File: src/rtl/buck_pwm_ctrl.sv
// Closed-loop buck gate driver: PI compensator evaluated once per PWM period,
// counter-based gate with soft-start reference ramp and over-voltage trip.
module buck_pwm_ctrl #(
  parameter int DATA_W   = 18,
  parameter int PERIOD   = 200,
  parameter int CNT_W    = 16,
  parameter int KP_SHIFT = 2,
  parameter int KI_SHIFT = 6,
  parameter int D_MIN    = 0,
  parameter int D_MAX    = 180,
  parameter int SS_STEP  = 64,
  parameter int OV_LIMIT = 40960
) (
  input  logic                     clk,
  input  logic                     rst,
  input  logic                     en,
  input  logic signed [DATA_W-1:0] v_ref,
  input  logic signed [DATA_W-1:0] v_meas,
  input  logic                     v_meas_valid,
  input  logic                     fault_clr,
  output logic                     gate,
  output logic [CNT_W-1:0]         duty,
  output logic [1:0]               state,
  output logic                     fault,
  output logic                     period_start
);

  localparam int ERR_W = DATA_W + 1;
  localparam int ACC_W = DATA_W + 8;
  localparam int U_W   = ACC_W + 1;

  localparam logic signed [ACC_W-1:0]  ACC_MAX  = {1'b0, {(ACC_W-1){1'b1}}};
  localparam logic signed [ACC_W-1:0]  ACC_MIN  = {1'b1, {(ACC_W-1){1'b0}}};
  localparam logic signed [U_W-1:0]    U_MAX    = U_W'(D_MAX);
  localparam logic signed [U_W-1:0]    U_MIN    = U_W'(D_MIN);
  localparam logic signed [DATA_W-1:0] OV_TH    = DATA_W'(OV_LIMIT);
  localparam logic [CNT_W-1:0]         CNT_LAST = CNT_W'(PERIOD - 1);

  typedef enum logic [1:0] {
    IDLE       = 2'd0,
    SOFT_START = 2'd1,
    REGULATE   = 2'd2,
    FAULT      = 2'd3
  } state_t;

  state_t                    st;
  logic [CNT_W-1:0]          cnt;
  logic signed [ACC_W-1:0]   acc;
  logic signed [DATA_W-1:0]  ref_int;
  logic signed [DATA_W-1:0]  v_hold;

  logic signed [ERR_W-1:0]   err;
  logic signed [ERR_W-1:0]   ss_sum;
  logic signed [ACC_W:0]     acc_sum;
  logic signed [ACC_W-1:0]   acc_c;
  logic signed [U_W-1:0]     u;
  logic [CNT_W-1:0]          duty_next;
  logic [CNT_W-1:0]          cnt_inc;
  logic                      err_pos;
  logic                      err_neg;
  logic                      windup_hold;
  logic                      ss_done;
  logic                      active;
  logic                      trip;
  logic                      cnt_last;

  assign state = st;

  always_comb begin
    err     = ERR_W'(ref_int) - ERR_W'(v_hold);
    err_neg = err[ERR_W-1];
    err_pos = !err[ERR_W-1] && (err != '0);

    acc_sum = (ACC_W+1)'(acc) + (ACC_W+1)'(err);
    if (acc_sum[ACC_W] != acc_sum[ACC_W-1]) begin
      acc_c = acc_sum[ACC_W] ? ACC_MIN : ACC_MAX;
    end else begin
      acc_c = acc_sum[ACC_W-1:0];
    end

    u = (U_W'(err) >>> KP_SHIFT) + (U_W'(acc_c) >>> KI_SHIFT);

    if (u > U_MAX) begin
      duty_next = CNT_W'(D_MAX);
    end else if (u < U_MIN) begin
      duty_next = CNT_W'(D_MIN);
    end else begin
      duty_next = u[CNT_W-1:0];
    end

    // Freeze the integrator while the output is pinned and error pushes further out.
    windup_hold = ((u > U_MAX) && err_pos) || ((u < U_MIN) && err_neg);

    ss_sum  = ERR_W'(ref_int) + ERR_W'(SS_STEP);
    ss_done = (ss_sum >= ERR_W'(v_ref));

    active   = (st == SOFT_START) || (st == REGULATE);
    trip     = active && v_meas_valid && (v_meas > OV_TH);
    cnt_last = (cnt == CNT_LAST);
    cnt_inc  = cnt + CNT_W'(1);
  end

  always_ff @(posedge clk or posedge rst) begin
    if (rst) begin
      st           <= IDLE;
      cnt          <= '0;
      gate         <= 1'b0;
      duty         <= '0;
      fault        <= 1'b0;
      period_start <= 1'b0;
      acc          <= '0;
      ref_int      <= '0;
      v_hold       <= '0;
    end else begin
      if (v_meas_valid) begin
        v_hold <= v_meas;
      end

      case (st)
        IDLE: begin
          cnt     <= '0;
          gate    <= 1'b0;
          duty    <= '0;
          acc     <= '0;
          ref_int <= '0;
          if (en) begin
            st           <= SOFT_START;
            period_start <= 1'b1;
          end else begin
            period_start <= 1'b0;
          end
        end

        SOFT_START, REGULATE: begin
          if (trip) begin
            st           <= FAULT;
            fault        <= 1'b1;
            cnt          <= '0;
            gate         <= 1'b0;
            duty         <= '0;
            acc          <= '0;
            ref_int      <= '0;
            period_start <= 1'b0;
          end else if (!en) begin
            st           <= IDLE;
            cnt          <= '0;
            gate         <= 1'b0;
            duty         <= '0;
            acc          <= '0;
            ref_int      <= '0;
            period_start <= 1'b0;
          end else if (cnt_last) begin
            // New duty takes effect exactly as the counter wraps, so no runt pulses.
            cnt          <= '0;
            duty         <= duty_next;
            gate         <= (CNT_W'(0) < duty_next);
            period_start <= 1'b1;
            if (!windup_hold) begin
              acc <= acc_c;
            end
            if (st == SOFT_START) begin
              if (ss_done) begin
                ref_int <= v_ref;
                st      <= REGULATE;
              end else begin
                ref_int <= ss_sum[DATA_W-1:0];
              end
            end else begin
              ref_int <= v_ref;
            end
          end else begin
            cnt          <= cnt_inc;
            gate         <= (cnt_inc < duty);
            period_start <= 1'b0;
          end
        end

        FAULT: begin
          cnt          <= '0;
          gate         <= 1'b0;
          duty         <= '0;
          period_start <= 1'b0;
          if (fault_clr && !en) begin
            st    <= IDLE;
            fault <= 1'b0;
          end
        end

        default: begin
          st <= IDLE;
        end
      endcase
    end
  end

endmodule

File: config.mk
export PLATFORM = sky130hd
export DESIGN_NAME = buck_pwm_ctrl
export DESIGN_NICKNAME = d
export VERILOG_FILES = /design/src/rtl/buck_pwm_ctrl.sv
export SDC_FILE = /design/constraint.sdc
export NUM_CORES = 1
export LEC_CHECK = 0
export CAP_MARGIN = 20
export CORE_MARGIN = 1.5
export CORE_UTILIZATION = 25
export CTS_CLUSTER_SIZE = 20
export DETAILED_ROUTE_END_ITERATION = 6
export PLACE_DENSITY = 0.44
export SLEW_MARGIN = 10
export SYNTH_ARGS = -nofsm -noshare
export SYNTH_HDL_FRONTEND = slang
export SYNTH_SLANG_ARGS = --single-unit
File: constraint.sdc
create_clock -name clk -period 22.6 [get_ports clk]
set_clock_uncertainty 0.15 [all_clocks]
set_input_delay 4.52 -clock clk [delete_from_list [all_inputs] [get_ports clk]]
set_output_delay 4.52 -clock clk [all_outputs]
set_load 0.01 [all_outputs]
# == Word level (Yosys, flattened, before mapping) ==
# Index checks and enable logic that the tools add are counted.
# W data, S select, Z words.
# classes
n_reduce_logical,20
n_lt_le_gt_ge,6
eq_ne,12
muxes,43
n_addsub,5
# ops
operator,n
$mux W26,6
$mux W16,8
$mux W18,5
$pmux W16 S2,2
$pmux W26 S2,1
$pmux W18 S2,1
$add A26 B19 Y27,1
$add A17 B20 Y21,1
$gt A21 B9 Y1 const B,1
$lt A21 B1 Y1 const B,1
$add A18 B8 Y19 const B,1
$ge A19 B18 Y1,1
$reduce_bool A19 Y1,1
$sub A18 B18 Y19,1
$gt A18 B17 Y1 const B,1
$add A16 B1 Y16 const B,1
$eq A16 B8 Y1 const B,1
$lt A1 B16 Y1 const A,1
$lt A16 B16 Y1,1
$ne A4 B4 Y1 const B,4
$mux W2,7
$mux W1,9
$logic_and A1 B1 Y1,6
$ne A2 B2 Y1 const B,3
14 further kinds,21
# word_totals
inputBits,41
word_cells,95
output_inout_bits,21
ff_bits,99

# == Logic depth before layout (Yosys ltp) ==
# Gate-level depths: netlist (run 1).
# depth
depth_word,13
depth_mapped,35
depth_no_buf,31

# == Worst setup path after synthesis (run 1) ==
# No wires, ideal clock.
# synth_path
kind,flip-flop to flip-flop
startpoint,reg ref_int[0]
endpoint,reg acc[14]
setup_time_ps,121
t_arrival_ps,7255
path_slack_ps,15074
path_buffers,2
path_stages_with_launch,34
required_time_ps,22329
period_less_slack_ps,7526
cell_sequence,dfrtp_1 > inv_1 > ha_1 > inv_1 > fa_1 > a211oi_2 > o21ai_1 > nor3b_1 > o41a_1 > o21ai_0 > a21oi_1 > inv_1 > ha_1 > a21o_1 > a21o_1 > a21o_1 > a31oi_1 > nand2b_1 > a31oi_1 > clkbuf_1 > maj3_1 > ha_1 > fa_1 > a211o_1 > a21oi_2 > nor2b_1 > nor2_1 > xnor2_1 > a2111oi_0 > o211ai_1 > o31ai_4 > o21ai_2 > buf_6 > a22o_1
# synth_via
elab_chain_cells,10
elab_cells_between_ends,21
cone_classes,add/sub (3); order compare (2); eq/ne (2); mux (7); reduce/logical (7)
# synth_rtl
element,line,text
"start, declared",49,logic signed [DATA_W-1:0] ref_int;
"start signal, assigned",163,ref_int <= v_ref;
"start signal, assigned",166,ref_int <= ss_sum[DATA_W-1:0];
"start signal, assigned",169,ref_int <= v_ref;
$sub A18 B18 Y19 (*),70,err = ERR_W'(ref_int) - ERR_W'(v_hold);
$add A26 B19 Y27,74,acc_sum = (ACC_W+1)'(acc) + (ACC_W+1)'(err);
$mux W26 / $ne A1 B1 Y1 (equally long branches),"76, 75",
$mux W26,75,if (acc_sum[ACC_W] != acc_sum[ACC_W-1]) begin
$add A17 B20 Y21,81,u = (U_W'(err) >>> KP_SHIFT) + (U_W'(acc_c) >>> KI_SHIFT);
$gt A21 B9 Y1 / $lt A21 B1 Y1 (equally long branches),92,windup_hold = ((u > U_MAX) && err_pos) || ((u < U_MIN) && err_neg);
$logic_and A1 B1 Y1,92,
$logic_or A1 B1 Y1,92,
$ne A4 B4 Y1 (no line),--,
$reduce_and A3 Y1 (no line),--,
"end signal, assigned",111,acc <= '0;
"end signal, assigned",124,acc <= '0;
"end signal, assigned",141,acc <= '0;
"end, declared",48,logic signed [ACC_W-1:0] acc;
# Mark *: on every way between the ends. The rest lies on a longest branch, timed or not. The select of a mux whose other input is x is not followed.
# A chain may end at the register's enable or synchronous reset.

# == Worst setup path in the final report (run 1) ==
# layout_path
startpoint,reg ref_int[0]
endpoint,reg acc[2]
# Same word-level chain as after synthesis.

==> results of run 1 <==
[cell usage in the layout (no fill, tap or decap), drive strengths merged, types with 10 or more instances in the layout]
cell type / Yosys / routed
a211oi: 14 / 14
a21oi: 80 / 80
a22o: 27 / 27
nor2: 71 / 71
nand2b: 11 / 11
and3: 17 / 17
a21o: 28 / 28
and2: 17 / 17
nor3b: 10 / 10
ha: 107 / 107
inv: 82 / 86
o21ai: 87 / 87
dfrtp: 99 / 99
clkdlybuf4s50: 0 / 61
nand2: 72 / 72
o21bai: 10 / 10
nand3: 34 / 34
xor2: 33 / 33
nor3: 26 / 26
a31oi: 11 / 11
xnor2: 37 / 37
[routing by layer]
metal,vias to the layer above,wire [um]
met4,0,267
met2,96,11350
met3,16,708
met5,-,0
met1,3615,12870
li1,3880,-
[sequential cells by signal, summed over array words and instances (netlist names)]
name	flops
fault	1
gate	1
duty	16
v_hold	18
period_start	1
state	2
cnt	16
acc	26
ref_int	18
[metrics by stage]
stage,setup slack (ns),instance area [um^2],cells,total power [W],util [%]
after detailed placement,13.57,9916,1529,0.0004693,28.49
final,13.45,10230,1546,0.0006348,29.39
after global placement,13.72,9916,1529,0.0004711,28.49
after global routing,12.70,10220,1545,0.0006807,29.38
after CTS,13.49,10220,1545,0.0006424,29.38
after floorplan,15.07,8901,1045,0.0003906,-
[worst paths after layout]
| kind | to | startpoint | depth (start not counted) |
|---|---|---|---|
| worst max-delay path | acc[2] | ref_int[0] | 30 |
| worst min-delay path | acc[5] | acc[5] | 1 |
| worst max register to register | acc[2] | ref_int[0] | 30 |
| worst min register to register | acc[5] | acc[5] | 1 |
| max in group asynchronous | acc[17] | rst | 3 |
| min in group asynchronous | duty[11] | rst | 2 |
[worst reg2reg max path: cells and delay by family, from the launching register on]
kind | cells | cell delay [ns]
AOI/OAI and AO/OA | 20 | 5.11
xor gates and xnor gates | 1 | 0.67
adders and majority gates | 4 | 1.38
buffers and inverters | 3 | 0.60
DFF | 1 | 0.38
and+or+nand+nor | 2 | 0.78
[kinds of logic (layout without fill, tap and decap cells)]
kind of cell             count (synthesis)  after routing  synth area share (%)
buffers and inverters                  119            164                 5.763
XOR/XNOR                                70             70                 6.888
other                                    0              1                     0
AO/OA/AOI/OAI                          323            323                 24.40
flip-flops                              99             99                 27.83
adder cells (fa/ha/maj)                118            118                 16.62
AND/OR/NAND/NOR                        305            305                 17.21
multiplexers                            11             11                 1.293
[layout make-up]
cell class	instances	area [um^2]	area share, %
Timing Repair Buffer	66	648.1	6.338
Inverter	82	310.3	3.034
Antenna cell	1	2.502	0.02447
Multi-Input combinational cell	827	5911	57.80
Clock inverter	7	82.58	0.8075
Tap cell	455	569.3	5.567
Sequential cell	99	2477	24.23
Clock buffer	9	225.2	2.202
[power by group through the flow]
stage	registers, W	clock network [W]	logic (W)
finish	0.000189	0.000169	0.000277
global route	0.000190	0.000182	0.000308
CTS	0.000189	0.000175	0.000278
detailed placement	0.000193	0	0.000277
global placement	0.000193	0	0.000278
floorplan	0.000193	0	0.000198
[synthesized netlist by cell type, types with 4 or more instances]
library cell	number
a21oi_1	78
a211oi_1	12
nor4_1	9
o21bai_1	10
o22ai_1	5
xor2_1	33
a31oi_1	10
nand4_1	7
a311oi_1	4
a21o_1	28
xnor2_1	37
mux2i_1	7
nand2_1	72
nor3_1	26
dfrtp_1	99
and2_1	17
nor3b_1	10
inv_1	82
and3_1	17
o211ai_1	7
nand3_1	34
a32o_1	6
maj3_1	8
clkbuf_1	28
o21a_1	8
or3_1	5
nand2b_1	11
a22o_1	27
nor2_1	71
ha_1	107
o21ai_0	79
mux2_2	4
nor2b_1	9
or2_2	4
o21ai_1	5
==> results_dict.tcl, run 1 <==
set metrics [dict create \
    grt_pass1_vias 7420 \
    required_ns 22.75 \
    drive_gt1_share_pct 4.312 \
    grt_max_degree 62 \
    ir_drop_v 0.00004259 \
    leakagePower_nw 4.646 \
    grt_pass1_wl_mm 40.92 \
    synth.distinct_cells 76 \
    rows 68 \
    dr_total_vias 7607 \
    timing.hold.ws_ns 0.3596 \
    ctsResizeCount 0 \
    grt_use_met2_pct 22.94 \
    overflow 0 \
    hold_viol 0 \
    cts_setup_buffers 0 \
    reg2reg_slack_ns 13.45 \
    p_int_w 0.0003726 \
    synth-seq-cells 99 \
    cts_made_buffers 9 \
    cts_root_buf "clkbuf_16" \
    fmax_mhz 109.2 \
    htreeDepth 3 \
    async_flop_share_pct 100.0 \
    synth_area_per_cell_um2 8.518 \
    cp_num_buf_inv 3 \
    max_slew.worst_pin.slew_ns 1.008 \
    io_buffers 61 \
    tritoncts "built" \
    syn-instance-count 1045 \
    grt_util_all_layers_pct 14.20 \
    synth_edf_count 0 \
    ctsHoldBuffers 0 \
    cts.sinks 99 \
    yosysTopAreaCellShare_pct 27.83 \
    io_pins 62 \
    grt.met1_usage_pct 19.92 \
    drtIter0Drc 311 \
    powerDensity_nw_per_um2 62.07 \
    core_um2 34800 \
    gr-max-usage-layer "met2" \
    p_switching_w 0.0002622 \
    dp_hpwl_mm 19.98 \
    synthFlopType "dfrtp_1" \
    gp_congestion 0.7876 \
    drtPass1Iterations 4 \
    tns_ns 0 \
    clock_path_buffers 2 \
    sw_frac_of_total_pct 41.31 \
    met3_usage_pct 2.010 \
    synth_seq_area_share_pct 27.83 \
    drc 0 \
    routed_wl_mm 25.20 \
    fin_nets 1236 \
    cp_slowest_stage_delay_ns 0.67 \
    fillCellCount 3703 \
    clkTransAtPathRegs_ns 0.08 \
    sequentialPowerShare_pct 29.8 \
    path_delay_family "compound AO/OA/AOI/OAI gates" \
    syn_nets 1196 \
    crit_type "reg -> reg" \
    run_status "finished, final reports clean" \
    ant_nets 0 \
    combPwrFrac_pct 43.6 \
    crit_arrival_ns 9.31 \
    relSlewSlack_pct 32.81 \
    rsz0062_at_grt "no" \
    start_kind "register" \
    finalSetupViolations 0 \
    die_w_um 191.7 \
    synthesis.area_um2 8901 \
    avgRoutedWirePerCell_um 16.30 \
    crit_fanout 26 \
    die-area_um2 36750 \
    avgViaCountPerCell 4.920 \
    endpoint_kind "register" \
    fin_crit_sh_pct 40.50 \
    p_clk_share_pct 26.6 \
    syn_to_final_growth_pct 14.89 \
    ys_warn_count 0 \
    antenna_found_initial 0 \
    insertion_delay_ns 0.37 \
    hp-class "reg -> reg" \
    fin_crit_ns 9.154 \
    yosys.area.top_type "dfrtp_1" \
    critPathSlowestCell "xor2_1" \
    start_util_pct 25.58 \
    slew_viol_final 0 \
    synthTopCellsByArea "dfrtp_1 (28%), ha_1 (15%), o21ai_0 (4.4%)" \
    die_y_um 191.7 \
    maxCapViolCount 0 \
]
Power figures use the tool's default switching activity.
==> run 2: changes to the inputs <==
--- a/config.mk
+++ b/config.mk
@@ -10,7 +10,7 @@
 export CORE_UTILIZATION = 25
 export CTS_CLUSTER_SIZE = 20
 export DETAILED_ROUTE_END_ITERATION = 6
-export PLACE_DENSITY = 0.44
+export PLACE_DENSITY = 0.46
 export SLEW_MARGIN = 10
 export SYNTH_ARGS = -nofsm -noshare
 export SYNTH_HDL_FRONTEND = slang
==> constraint.sdc (replaced) <==
create_clock -name clk -period 7.7 [get_ports clk]
set_clock_uncertainty 0.15 [all_clocks]
set_input_delay 1.54 -clock clk [delete_from_list [all_inputs] [get_ports clk]]
set_output_delay 1.54 -clock clk [all_outputs]
set_load 0.01 [all_outputs]
==> run 2 against run 1 <==
Net effect: final area up 8.5%; clock power rose to 3.0 times the previous value; fmax is 24% higher; count of clock-buffer cells in the layout unchanged; first-iteration DRC count down 1.3%; combinational power rose to 3.4 times the previous value; cell count grew 5.5%; routed wire length up 3.4%.
==> results_dict.tcl, run 2 (synthesized netlist as in run 1, its figures left out) <==
set metrics [dict create \
    run_status "finished, final reports clean" \
    hp-class "reg -> reg" \
    relSlewSlack_pct 24.07 \
    routed_wl_mm 26.05 \
    die_w_um 191.7 \
    critPathSlowestCell "o41a_1" \
    io_pins 62 \
    fillCellCount 3636 \
    p_switching_w 0.0008078 \
    powerDensity_nw_per_um2 180.6 \
    holdPathStages 1 \
    fin_crit_sh_pct 95.50 \
    io_buffers 61 \
    overflow 0 \
    ir_drop_v 0.0001112 \
    clock_path_buffers 2 \
    min_to "acc[2]" \
    dp_hpwl_mm 20.89 \
    final_cell_mix "ha_1 (103), dfrtp_1 (99), buf_4 (89)" \
    grt_pass1_vias 8006 \
    dr_total_vias 7988 \
    final_common_cell "ha_1" \
    multi_input_area_um2 6106 \
    ant_nets 0 \
    pre_cts_slack_ns -0.03561 \
    die_y_um 191.7 \
    top_register "acc" \
    sw_frac_of_total_pct 40.30 \
    setup_ws_ns 0.3463 \
    fmax_mhz 136.0 \
    min-delay-start "acc[2]" \
    max_slew.worst_pin.slew_ns 1.130 \
    core_um2 34800 \
    drtPass1Iterations 5 \
    drtIter0Drc 307 \
    antenna_found_initial 0 \
    reg2reg_from "ref_int[0]" \
    avgViaCountPerCell 4.898 \
    startpoint "ref_int[0]" \
    leakagePower_nw 5.105 \
    slew_viol_final 0 \
    cts.sinks 99 \
    reg2reg_slack_ns 0.35 \
    crit_type "reg -> reg" \
    avgRoutedWirePerCell_um 15.97 \
    endpoint_kind "register" \
    required_ns 7.85 \
    start_util_pct 25.58 \
    sequentialPowerShare_pct 27.7 \
    regArea_um2 2477 \
    cts_made_buffers 9 \
    hold_viol 0 \
    cp_slowest_stage_delay_ns 0.41 \
    largest_reg_flops 26 \
    grt_pass1_wl_mm 42.50 \
    drc 0 \
    reg.largest.list "acc (26), ref_int (18), v_hold (18)" \
    power_w 0.002004 \
    grt_util_all_layers_pct 14.71 \
    crit_fanout 17 \
    fin_nets 1322 \
    cts_root_buf "clkbuf_16" \
    gp_congestion 0.8419 \
    rows 68 \
    r2r_end "acc[5]" \
    htreeDepth 3 \
    start_kind "register" \
    timing.hold.ws_ns 0.3575 \
    grt_max_degree 67 \
    stdcell_count 1631 \
    p_int_w 0.001197 \
    antenna_cells 0 \
    fin_crit_ns 7.354 \
    tritoncts "built" \
    maxCapViolCount 0 \
    drive_gt1_share_pct 14.63 \
    combPwrFrac_pct 47.3 \
    insertion_delay_ns 0.38 \
    die-area_um2 36750 \
    rr_worst_depth 33 \
    finalSetupViolations 0 \
    crit_arrival_ns 7.51 \
    clkTransAtPathRegs_ns 0.08 \
    syn_to_final_growth_pct 24.70 \
    p_clk_share_pct 25.1 \
    fin_util_pct 31.90 \
    place_inst 1608 \
]
==> run 2: cell count changes in the layout (fill, tap and decap cells not counted), sizes merged <==
| cell | previous run | this run |
|---|---|---|
| buf | 5 | 91 |
| diode | 1 | 0 |
==> run 2: how the worst max path moves through the flow <==
| stage | endpoint | cells after the start |
|---|---|---|
| after floorplan | acc[14] | 33 |
| after global placement | acc[2] | 33 |
| after detailed placement | acc[1] | 33 |
| after CTS | acc[5] | 32 |
| after global routing | acc[2] | 34 |
| final | acc[5] | 33 |
==> run 2: layout make-up <==
cell class,instances,area share (%)
clock inverter,7,0.8342
clock buffer,9,2.029
tap,455,5.129
multi-input combinational,827,55.01
inverter,82,2.796
timing repair buffer,152,11.88
sequential,99,22.32
==> run 2: routing by layer <==
layer / vias up / share of wire, % / GRT usage [%]
met5: - / 0 / 0
met4: 0 / 1.8 / 3.876
met3: 18 / 3.1 / 2.083
met2: 115 / 46 / 24.08
met1: 3799 / 49 / 20.15
li1: 4056 / - / -
==> run 2: power groups by stage <==
stage	Combinational [W]	Clock [W]	Sequential [W]
final	0.000947	0.000502	0.000555
after global routing	0.00105	0.000539	0.000558
after CTS	0.000926	0.000519	0.000555
after detailed placement	0.000917	0	0.000565
after global placement	0.000921	0	0.000565
after floorplan	0.000581	0	0.000565
==> run 2: through the flow <==
stage | cell area [um^2] | TNS (ns)
6_report | 11100 | 0
5_1_grt | 11100 | -1.238
4_1_cts | 10890 | 0
3_5_place_dp | 10530 | -0.7475
3_3_place_gp | 10530 | 0
2_1_floorplan | 8901 | 0
==> run 2: critical path: cells and delay by family (launching register included) <==
kind / cells / cell delay (ns)
AOI/OAI and AO/OA: 14 / 3.02
adders and majority gates: 5 / 1.48
buffers and inverters: 5 / 0.62
DFF: 1 / 0.38
muxes: 1 / 0.21
and+or+nand+nor: 8 / 1.41
==> run 2: repair_timing <==
| item | 4_1_cts | 5_1_grt |
|---|---|---|
| hold buffers | 0 | 0 |
| resized for setup | 9 | 38 |
| setup endpoints to repair | 30 | 35 |
| pin swaps | 3 | 17 |
| setup buffers | 0 | 7 |
| cloned | 0 | 0 |
==> run 3: changes to the inputs <==
--- a/config.mk
+++ b/config.mk
@@ -5,6 +5,7 @@
 export SDC_FILE = /design/constraint.sdc
 export NUM_CORES = 1
 export LEC_CHECK = 0
+export ABC_AREA = 1
 export CAP_MARGIN = 20
 export CORE_MARGIN = 1.5
 export CORE_UTILIZATION = 25
==> run 3 against run 2 <==
Net effect: routed wire length grew 15%; clock power is 4% lower; core utilization is 2.3 points lower; via count is 18% higher; fmax increased by 4.0%; sequential cell count did not move; area after synthesis increased by 9.1%; largest cell class unchanged; synthesized cell count is 41% higher; final area up 2.4%; die area rose by 9.0%; sequential power rose by 12%; largest power group unchanged; hold slack lost 0.023 ns.
==> results_dict.tcl, run 3 <==
set metrics [dict create \
    path_delay_family "simple AND/OR/NAND/NOR gates" \
    insertion_delay_ns 0.37 \
    dp_hpwl_mm 24.57 \
    avgRoutedWirePerCell_um 14.60 \
    async_flop_share_pct 100.0 \
    syn-instance-count 1472 \
    regArea_um2 2477 \
    reg.largest.list "acc (26), ref_int (18), v_hold (18)" \
    ant_nets 0 \
    syn_to_final_growth_pct 17.06 \
    fin_crit_ns 7.074 \
    cts.sinks 99 \
    synthMostInstantiatedCell "nand2_1" \
    io_buffers 61 \
    io_pins 62 \
    antenna_found_initial 0 \
    cp_num_buf_inv 6 \
    fin_util_pct 29.55 \
    power_w 0.003554 \
    yosys-top-cells-count "nand2_1 (401), inv_1 (238), nor2_1 (125)" \
    powerDensity_nw_per_um2 312.7 \
    start_kind "register" \
    core_um2 38470 \
    grt_pass1_vias 9297 \
    clock_path_buffers 2 \
    hold_viol 0 \
    synthTopCellsByArea "dfrtp_1 (26%), nand2_1 (16%), ha_1 (14%)" \
    grt_util_all_layers_pct 15.53 \
    synth_edf_count 0 \
    top_register "acc" \
    grt_max_degree 56 \
    overflow 0 \
    finalSetupViolations 0 \
    cts_made_buffers 9 \
    critPathSlowestCell "ha_1" \
    fmax_mhz 141.4 \
    fin_nets 1685 \
    grt_pass1_wl_mm 48.68 \
    synthFlopType "dfrtp_1" \
    htreeDepth 3 \
    fin_crit_sh_pct 91.87 \
    drc 0 \
    routed_wl_mm 30.03 \
    drtIter0Drc 565 \
    rows 72 \
    maxCapViolCount 0 \
    ctsHoldBuffers 0 \
    ir_drop_v 0.0001775 \
    avgViaCountPerCell 4.583 \
    hp-class "reg -> reg" \
    largest_reg_flops 26 \
    leakagePower_nw 5.938 \
    slew_viol_final 0 \
    synth-seq-cells 99 \
    synth.distinct_cells 45 \
    multi_input_area_um2 6310 \
    antenna_cells 0 \
    die_w_um 200.1 \
    syn_nets 1623 \
    tritoncts "built" \
    relSlewSlack_pct 42.61 \
    crit_top_cell "nand2_1" \
    crit_fanout 26 \
    synth_area_per_cell_um2 6.597 \
    drtPass1Iterations 5 \
    max_slew.worst_pin.slew_ns 0.8530 \
    yosys.area.top_type "dfrtp_1" \
    required_ns 7.85 \
    yosysTopAreaCellShare_pct 25.51 \
    crit_arrival_ns 7.22 \
    synth_seq_area_share_pct 25.51 \
    run_status "finished, final reports clean" \
    final_common_cell "nand2_1" \
    gp_congestion 0.8581 \
    fillCellCount 4361 \
    crit_type "reg -> reg" \
    die-area_um2 40030 \
    timing.hold.ws_ns 0.3347 \
    drive_gt1_share_pct 4.224 \
    die_y_um 200.1 \
    endpoint_kind "register" \
    dr_total_vias 9427 \
    clkTransAtPathRegs_ns 0.08 \
    synthesis.area_um2 9711 \
    start_util_pct 25.24 \
    cts_root_buf "clkbuf_16" \
    cp_slowest_stage_delay_ns 0.42 \
    final_cell_mix "nand2_1 (400), inv_1 (234), nor2_1 (124)" \
    ys_warn_count 0 \
]
-- run 3: cell types whose count changed in the layout (fill, tap and decap cells not counted), moves of 37 or more --
cell     delta
nand2_1   +329
inv_1     +154
buf_4      -80
nand3_1    +76
nor2_1     +54
a21oi_1    +37
-- run 3: layer usage --
layer  vias up  GRT usage, %  part of all wire, %
li1       4907             -                    -
met1      4358         21.04                   50
met2       136         26.20                   46
met3        26         1.781                  2.6
met4         0         3.899                  1.6
met5         -             0                    0
-- run 3: path summary, 6_finish.rpt --
kind / startpoint / end / slack [ns] / depth (start not counted)
worst max register to register: ref_int[0] / acc[1] / 0.63 / 44
min in group asynchronous: rst / duty[11] / 1.44 / 2
worst max-delay path: ref_int[0] / acc[1] / 0.63 / 44
worst min-delay path: acc[3] / acc[3] / 0.33 / 2
max in group asynchronous: rst / acc[20] / 4.74 / 3
worst min register to register: acc[3] / acc[3] / 0.33 / 2
-- run 3: worst min-delay path, delay by kind of cell (launching register included) --
| family | cells | cell delay, ns |
|---|---|---|
| flops | 1 | 0.35 |
| simple gates | 2 | 0.10 |
-- run 3: kinds of logic after synthesis --
kind of cell    share of synthesized area, %
buf+inv                                10.68
compound gates                         12.72
mux                                   0.1160
fa+ha+maj                              14.41
flops                                  25.51
simple gates                           31.62
xor+xnor                               4.948
-- run 3: stage by stage --
step	setup TNS, ns	setup slack, ns	area (um^2)	cells
2_1_floorplan	0	1.789	9711	1472
3_3_place_gp	0	0.4004	10880	2034
3_5_place_dp	0	0.3271	10910	2036
4_1_cts	0	0.3030	11220	2052
5_1_grt	-0.07534	-0.01576	11370	2057
6_report	0	0.6259	11370	2057
-- run 3: final cells by class --
| class | count | area share, % |
|---|---|---|
| inverter | 240 | 8.024 |
| clock inverter | 7 | 0.7595 |
| tap | 518 | 5.702 |
| clock buffer | 9 | 1.981 |
| multi-input combinational | 1112 | 55.51 |
| sequential | 99 | 21.79 |
| timing repair buffer | 72 | 6.230 |
-- run 3: power by group --
part,switching (W),leakage [nW],total (W),internal (W)
combinational,0.00166,4.45,0.00245,0.000789
clock,0.000252,0.150,0.000484,0.000232
sequential,0.0000456,1.34,0.000620,0.000574
total,0.00196,5.94,0.00355,0.00160
-- run 3: repair_timing --
action | CTS | global route
setup endpoints to repair | 0 | 35
setup buffers | 0 | 3
gates resized for setup | 0 | 22
